--- src/rtl/button_pkg.sv ---
// Shared defaults and types for the multi-channel button debouncer.
// BUTTON_AUTOREPEAT_EN selects the auto-repeat build of button_channel.
package button_pkg;

  localparam int unsigned TICK_DIV_DEFAULT     = 100000;
  localparam int unsigned STABLE_TICKS_DEFAULT = 20;
  localparam int unsigned REPEAT_DELAY_DEFAULT = 500;
  localparam int unsigned REPEAT_RATE_DEFAULT  = 100;

  typedef enum logic [1:0] {
    IDLE,
    DELAY,
    REPEAT
  } rptState_t;

  function automatic int unsigned maxOf(input int unsigned a, input int unsigned b);
    return (a > b) ? a : b;
  endfunction

endpackage

--- src/rtl/button_channel.sv ---
// One debounce channel: 2-FF synchroniser, tick-counted stability filter, press/release pulses.
// With BUTTON_AUTOREPEAT_EN defined, a held button also emits repeated press pulses.
module button_channel
  import button_pkg::*;
#(
  parameter int unsigned STABLE_TICKS = STABLE_TICKS_DEFAULT
`ifdef BUTTON_AUTOREPEAT_EN
  ,
  parameter int unsigned REPEAT_DELAY = REPEAT_DELAY_DEFAULT,
  parameter int unsigned REPEAT_RATE  = REPEAT_RATE_DEFAULT
`endif
) (
  input  logic clock,
  input  logic reset,
  input  logic tick,
  input  logic button,
  output logic level,
  output logic press,
  output logic released
);

  localparam int unsigned STAB_W = $clog2(STABLE_TICKS + 1);

  logic              sync1;
  logic              sync2;
  logic [STAB_W-1:0] stabCnt;
  logic              accept;
  logic              pressNext;

  // A new level is taken on the tick that completes the run of differing samples.
  assign accept = tick && (sync2 != level) && (stabCnt == STAB_W'(STABLE_TICKS - 1));

  always_ff @(posedge clock or posedge reset) begin
    if (reset) begin
      sync1    <= 1'b0;
      sync2    <= 1'b0;
      stabCnt  <= '0;
      level    <= 1'b0;
      press    <= 1'b0;
      released <= 1'b0;
    end else begin
      sync1    <= button;
      sync2    <= sync1;
      press    <= pressNext;
      released <= accept && !sync2;
      if (tick) begin
        if (sync2 == level) begin
          stabCnt <= '0;
        end else if (accept) begin
          level   <= sync2;
          stabCnt <= '0;
        end else begin
          stabCnt <= stabCnt + 1'b1;
        end
      end
    end
  end

`ifdef BUTTON_AUTOREPEAT_EN
  localparam int unsigned RPT_W = $clog2(maxOf(REPEAT_DELAY, REPEAT_RATE) + 1);

  rptState_t        rptState;
  logic [RPT_W-1:0] rptCnt;
  logic             rptFire;

  // accept while held means a release is being taken, which suppresses any repeat.
  always_comb begin
    rptFire = 1'b0;
    if (tick && !accept) begin
      unique case (rptState)
        DELAY:   rptFire = (rptCnt == RPT_W'(REPEAT_DELAY - 1));
        REPEAT:  rptFire = (rptCnt == RPT_W'(REPEAT_RATE - 1));
        default: rptFire = 1'b0;
      endcase
    end
  end

  always_ff @(posedge clock or posedge reset) begin
    if (reset) begin
      rptState <= IDLE;
      rptCnt   <= '0;
    end else if (accept) begin
      rptState <= sync2 ? DELAY : IDLE;
      rptCnt   <= '0;
    end else if (tick && (rptState != IDLE)) begin
      if (rptFire) begin
        rptState <= REPEAT;
        rptCnt   <= '0;
      end else begin
        rptCnt <= rptCnt + 1'b1;
      end
    end
  end

  assign pressNext = (accept && sync2) || rptFire;
`else
  assign pressNext = accept && sync2;
`endif

endmodule

--- src/rtl/multi_button_debouncer.sv ---
// N-channel button debouncer: shared tick prescaler feeding one button_channel per button.
// BUTTON_AUTOREPEAT_EN enables per-channel auto-repeat; `release` is reserved, so that output is `released`.
module multi_button_debouncer
  import button_pkg::*;
#(
  parameter int unsigned NUM_BUTTONS  = 4,
  parameter int unsigned TICK_DIV     = TICK_DIV_DEFAULT,
  parameter int unsigned STABLE_TICKS = STABLE_TICKS_DEFAULT,
  parameter int unsigned REPEAT_DELAY = REPEAT_DELAY_DEFAULT,
  parameter int unsigned REPEAT_RATE  = REPEAT_RATE_DEFAULT
) (
  input  logic                   clock,
  input  logic                   reset,
  input  logic [NUM_BUTTONS-1:0] button,
  output logic [NUM_BUTTONS-1:0] level,
  output logic [NUM_BUTTONS-1:0] press,
  output logic [NUM_BUTTONS-1:0] released,
  output logic                   tick
);

  localparam int unsigned DIV_W = $clog2(TICK_DIV);

  if (NUM_BUTTONS < 1) begin : gBadNum
    $error("NUM_BUTTONS must be >= 1");
  end
  if (TICK_DIV < 2) begin : gBadDiv
    $error("TICK_DIV must be >= 2");
  end
  if (STABLE_TICKS < 1) begin : gBadStable
    $error("STABLE_TICKS must be >= 1");
  end
  if ((REPEAT_DELAY < 1) || (REPEAT_RATE < 1)) begin : gBadRepeat
    $error("REPEAT_DELAY and REPEAT_RATE must be >= 1");
  end

  logic [DIV_W-1:0] divCnt;

  assign tick = (divCnt == DIV_W'(TICK_DIV - 1));

  always_ff @(posedge clock or posedge reset) begin
    if (reset) begin
      divCnt <= '0;
    end else begin
      divCnt <= tick ? '0 : divCnt + 1'b1;
    end
  end

  for (genvar i = 0; i < NUM_BUTTONS; i++) begin : gChan
    button_channel #(
      .STABLE_TICKS(STABLE_TICKS)
`ifdef BUTTON_AUTOREPEAT_EN
      ,
      .REPEAT_DELAY(REPEAT_DELAY),
      .REPEAT_RATE (REPEAT_RATE)
`endif
    ) uChan (
      .clock   (clock),
      .reset   (reset),
      .tick    (tick),
      .button  (button[i]),
      .level   (level[i]),
      .press   (press[i]),
      .released(released[i])
    );
  end

endmodule
--- config.mk ---
export PLATFORM = sky130hd
export DESIGN_NAME = multi_button_debouncer
export DESIGN_NICKNAME = d
export VERILOG_FILES = /design/src/rtl/button_pkg.sv /design/src/rtl/button_channel.sv /design/src/rtl/multi_button_debouncer.sv
export SDC_FILE = /design/constraint.sdc
export NUM_CORES = 1
export LEC_CHECK = 0
export CAP_MARGIN = 15
export CORE_UTILIZATION = 35
export CTS_CLUSTER_SIZE = 25
export DETAILED_ROUTE_END_ITERATION = 16
export HOLD_SLACK_MARGIN = 0.02
export PLACE_DENSITY_LB_ADDON = 0.1
export SLEW_MARGIN = 25
export SYNTH_ARGS = -nofsm -noshare
export SYNTH_HDL_FRONTEND = slang
export SYNTH_SLANG_ARGS = --single-unit
--- constraint.sdc ---
create_clock -name clock -period 3.28 [get_ports clock]
set_input_delay 0.492 -clock clock [delete_from_list [all_inputs] [get_ports clock]]
set_output_delay 0.492 -clock clock [all_outputs]
set_load 0.03 [all_outputs]
# ---- Word level (Yosys, flattened, before mapping)
# Cells that the tools add are included.
dict set report op_classes {
  add_sub_neg 5
  n_eq_ne 13
  muxes 9
  bitwise_logic 4
  reduce_logical 24
}
# op count
set ops {}
lappend ops {{$mux 5} 8}
lappend ops {{$add 5x1->5 const B} 4}
lappend ops {{$eq 5x5->1 const B} 4}
lappend ops {{$add 17x1->17 const B} 1}
lappend ops {{$eq 17x17->1 const B} 1}
lappend ops {{$mux 17} 1}
lappend ops {{$logic_and 1x1->1} 16}
lappend ops {{$reduce_and 3->1} 4}
lappend ops {{$eq 1x1->1} 4}
lappend ops {{$logic_not 1->1} 4}
lappend ops {{$ne 1x1->1} 4}
lappend ops {{$not 1->1} 4}
dict set report word_totals {
  regBits 57
  input_bits 6
  output_inout_bits 13
  wordCells 80
}

# ---- Longest topological paths before layout
dict set report depth {
  depth_word 5
  depth_mapped 7
  ltp_nobuf 6
}

# ---- By module
# Synthesis repeated with hierarchy kept, for this count alone.
dict set report unflattened {
  cells_unflattened 243
  hier_area_um2 2767.7
}
# module instances cells_each area_per_inst_um2 seq_area_each_um2
set by_module_without_submodules {}
lappend by_module_without_submodules {button_channel 4 42 485.5 250.2}
lappend by_module_without_submodules {multi_button_debouncer 1 75 825.8 425.4}

# ---- Least setup slack after synthesis
# OpenSTA, ideal clock, no wires.
dict set report synth_path {
  kind {reg2out}
  startpoint {register divCnt[0]}
  endpoint {output port tick}
  arrival_ns 1.818
  t_required_ns 2.788
  slack_ns 0.970
  stages_incl_launch_ff 7
  n_path_buf 1
  cell_sequence {dfrtp_1 ha_1 nand3_2 or4_4 buf_6 or2_4 clkinv_1}
}
dict set report synth_between {
  elab_chain_len 1
}
# item line
set synth_rtl {}
lappend synth_rtl {{start: declaration} multi_button_debouncer.sv:36} ;# logic [DIV_W-1:0] divCnt;
lappend synth_rtl {{start signal: assignment} multi_button_debouncer.sv:44} ;# divCnt <= tick ? '0 : divCnt + 1'b1;
lappend synth_rtl {{$eq 17x17->1} multi_button_debouncer.sv:38} ;# assign tick = (divCnt == DIV_W'(TICK_DIV - 1));
lappend synth_rtl {{end: declaration} multi_button_debouncer.sv:18} ;# output logic tick
# Every way passes these cells.

# ---- Final worst setup path
# Ends and elaborated chain as after synthesis.

==> metrics <==
CP Depth=6; CTS Sinks=57; Buf/Inv on CP=2; sequential share of power=53.7%; setup violators final=0; postcts setup bufs=0; DRT Wirelength=4.85 mm; initial core utilization=37.1%; Rel. slew slack=60.9%; clk_lat worst skew=0.34 ns; Vias per Instance=5.02; worst reg2reg setup slack=0.88 ns; antenna cells=0; initial antenna violation count=0; DIE AREA=0.00821 mm^2; CP Launch Type=register; Slew @ Worst Pin=0.585 ns; Routed Antenna Nets=0; #FFs+latches synth=57; CP max stage cell=or4_4; Residual DRC=0; end point of the critical path=tick; status=finished, final reports clean; Switching Share=22.1%; Critical Path Max Stage Delay=0.49 ns; Total Power=0.00132 W; number of flops mapped to enable cells by yosys=0; CTS Buffer Depth=2; Worst VDD drop=0.237 mV; Mapped Area=0.00275 mm^2; P per Cell Area=427 mW/mm^2; clock power share=43.9%; cell leakage power=1.32 nW; # IOs=19; Post-Syn Instances=245; post-synthesis sequential area ratio=51.9%; P&R area growth vs syn=12.7%; crit share post-route=87.6%; clock skew=0.0106 ns; Horiz. Die Dim=90.6 um; critical path endpoint category=output pin; Critical Path RT=2.79 ns; drt wl/cell=13.4 um; Distinct cells, synth=45; largest net degree at the start of global routing=30; Final nets=269; CP Class=register to output pin; crit-path cells=ha_1 > nand3_2 > or4_4 > or2_4 > clkinv_1 > buf_4; FMAX=348 MHz; Core Region=0.00741 mm^2; syn_nets=256; port bufs=18; initial drt markers=63; total grt overflow=0; clk root buf=clkbuf_8; cts hold-fix bufs=0; logic gate share of total power=2.3%; total track usage=13.2%; r2r endpoint=gChan[1].uChan.level; Hold Vio Cnt, Final=0; Clock Pin Slew Worst Setup and Hold Paths=0.06 ns; GP Congestion=0.761; ys flop type=dfrtp_1; asr flop ratio synth=100%; Slew Limit Fails=0; Max Cap Viol=0; Synth Area per Inst=11.2 um^2; vias in the first global route=1774; Via Count=1818; Final HPWL DP=3.16 mm; post-route setup TNS=0 ns; Initial DRT Pass Iterations=4; final core utilization=41.8%; Max FO, Critical Path=21; Hold WS=0.347 ns; CP delay by family, top=simple AND/OR/NAND/NOR gates; Inserted Clock Buffers=9; RSZ-0062 raised after global routing=false; first-pass GRT wire length=8.49 mm; Post-CTS Resized=0; row count=31; Reg-to-Reg Start=divCnt[0]; net switching power figure=0.000292 W; CP arrival=2.38 ns; die height=90.6 um; CTS tree=built; Final Critical Period=2.87 ns; Worst Reg-to-Reg Cells=6; internal power=0.00103 W; yosys warns=0; Hold Crit Class=register to register; H-tree levels=3; CP Launch Point=divCnt[0]; layout cells sized above 1=13.3%
## state kept, by name, summed over array words and instances, names as in the netlist
signal / flops
gChan.uChan.sync1: 4
divCnt: 17
gChan.uChan.press: 4
gChan.uChan.released: 4
gChan.uChan.level: 4
gChan.uChan.sync2: 4
gChan.uChan.stabCnt: 20
## synth_stat cells (all sizes together), types with 2 or more instances
master,n,area [um^2]
a22o,7,61.3
a31o,4,35.0
and2,3,18.8
and3,2,12.5
and3b,2,17.5
and4,2,17.5
buf,17,146
clkbuf,3,11.3
dfrtp,57,1430
ha,5,62.6
inv,10,37.5
mux2,8,90.1
nand2,15,56.3
nand2b,3,18.8
nand3,12,65.1
nand3b,2,15.0
nand4,6,37.5
nand4bb,2,22.5
nor2,11,41.3
nor2b,4,25.0
nor3,12,60.1
nor3b,2,15.0
nor4,4,37.5
o21ai,8,40.0
o31a,4,35.0
o31ai,2,15.0
o41ai,7,61.3
or2,2,15.0
or4,2,18.8
or4bb,2,22.5
xnor2,11,96.3
xor2,7,61.3
## layout by cell type, fill, tap and decap left out, types with 3 or more instances in the layout
master,netlist,layout
nor3_1,12,12
nor2b_1,4,4
xor2_1,7,7
nand3_1,11,11
clkdlybuf4s50_1,0,17
and2_1,3,3
o41ai_1,7,7
nand2b_1,3,3
ha_1,5,5
xnor2_1,11,11
nand2_1,15,15
nand4_1,6,6
a22o_1,7,7
mux2_2,8,8
nor2_1,11,11
inv_1,10,9
a31o_1,3,3
buf_4,12,5
clkbuf_8,0,11
o31a_1,4,4
dfrtp_1,57,57
clkinv_2,0,3
o21ai_0,8,8
## kinds of logic (layout without fill, tap and decap cells)
family / after synthesis / after routing / synth area share [%]
AO/OA/AOI/OAI: 35 / 35 / 9.74
XOR/XNOR: 18 / 18 / 5.74
adder cells (fa/ha/maj): 5 / 5 / 2.28
buffers and inverters: 31 / 49 / 7.24
flip-flops: 57 / 57 / 51.9
multiplexers: 9 / 9 / 3.64
AND/OR/NAND/NOR: 90 / 90 / 19.5
## through the flow
| step | instances | area [um^2] | setup slack [ns] |
|---|---|---|---|
| global placement | 346 | 2920 | 0.790 |
| CTS | 362 | 3100 | 0.360 |
| finish | 362 | 3100 | 0.408 |
| global route | 362 | 3100 | 0.263 |
| detailed placement | 346 | 2920 | 0.747 |
| floorplan | 245 | 2750 | 0.970 |
## worst min-delay path by stage
stage | from | end | slack, ns | cells past startpoint
floorplan | gChan[0].uChan.sync1 | gChan[0].uChan.sync2 | 0.33 | 0
global placement | gChan[2].uChan.sync1 | gChan[2].uChan.sync2 | 0.33 | 0
detailed placement | gChan[2].uChan.sync1 | gChan[2].uChan.sync2 | 0.34 | 0
CTS | gChan[2].uChan.sync1 | gChan[2].uChan.sync2 | 0.35 | 0
global route | gChan[1].uChan.sync1 | gChan[1].uChan.sync2 | 0.36 | 0
finish | gChan[2].uChan.sync1 | gChan[2].uChan.sync2 | 0.35 | 0
## per-layer routing
layer / vias up / part of all wire, % / global-route usage (%)
li1: 898 / - / -
met1: 892 / 48 / 16.7
met2: 23 / 48 / 20.2
met3: 5 / 3.6 / 5.81
met4: 0 / 1.2 / 4.44
met5: - / 0 / 0
## power groups by stage
stage / combinational, W / clock (W) / sequential (W)
3_3_place_gp: 0.0000326 / 0 / 0.000724
3_5_place_dp: 0.0000327 / 0 / 0.000724
4_1_cts: 0.0000329 / 0.000604 / 0.000711
6_report: 0.0000307 / 0.000581 / 0.000711
5_1_grt: 0.0000361 / 0.000641 / 0.000710
2_1_floorplan: 0.0000181 / 0 / 0.000723
## layout make-up
class                      count  area, um^2
clock buffer                  13         159
sequential                    57        1430
tap                           99         124
clock inverter                 3        15.0
fill                         717        4310
multi-input combinational    157        1120
timing repair buffer          22         208
inverter                      11        41.3
(Power assumes the default switching activity.)
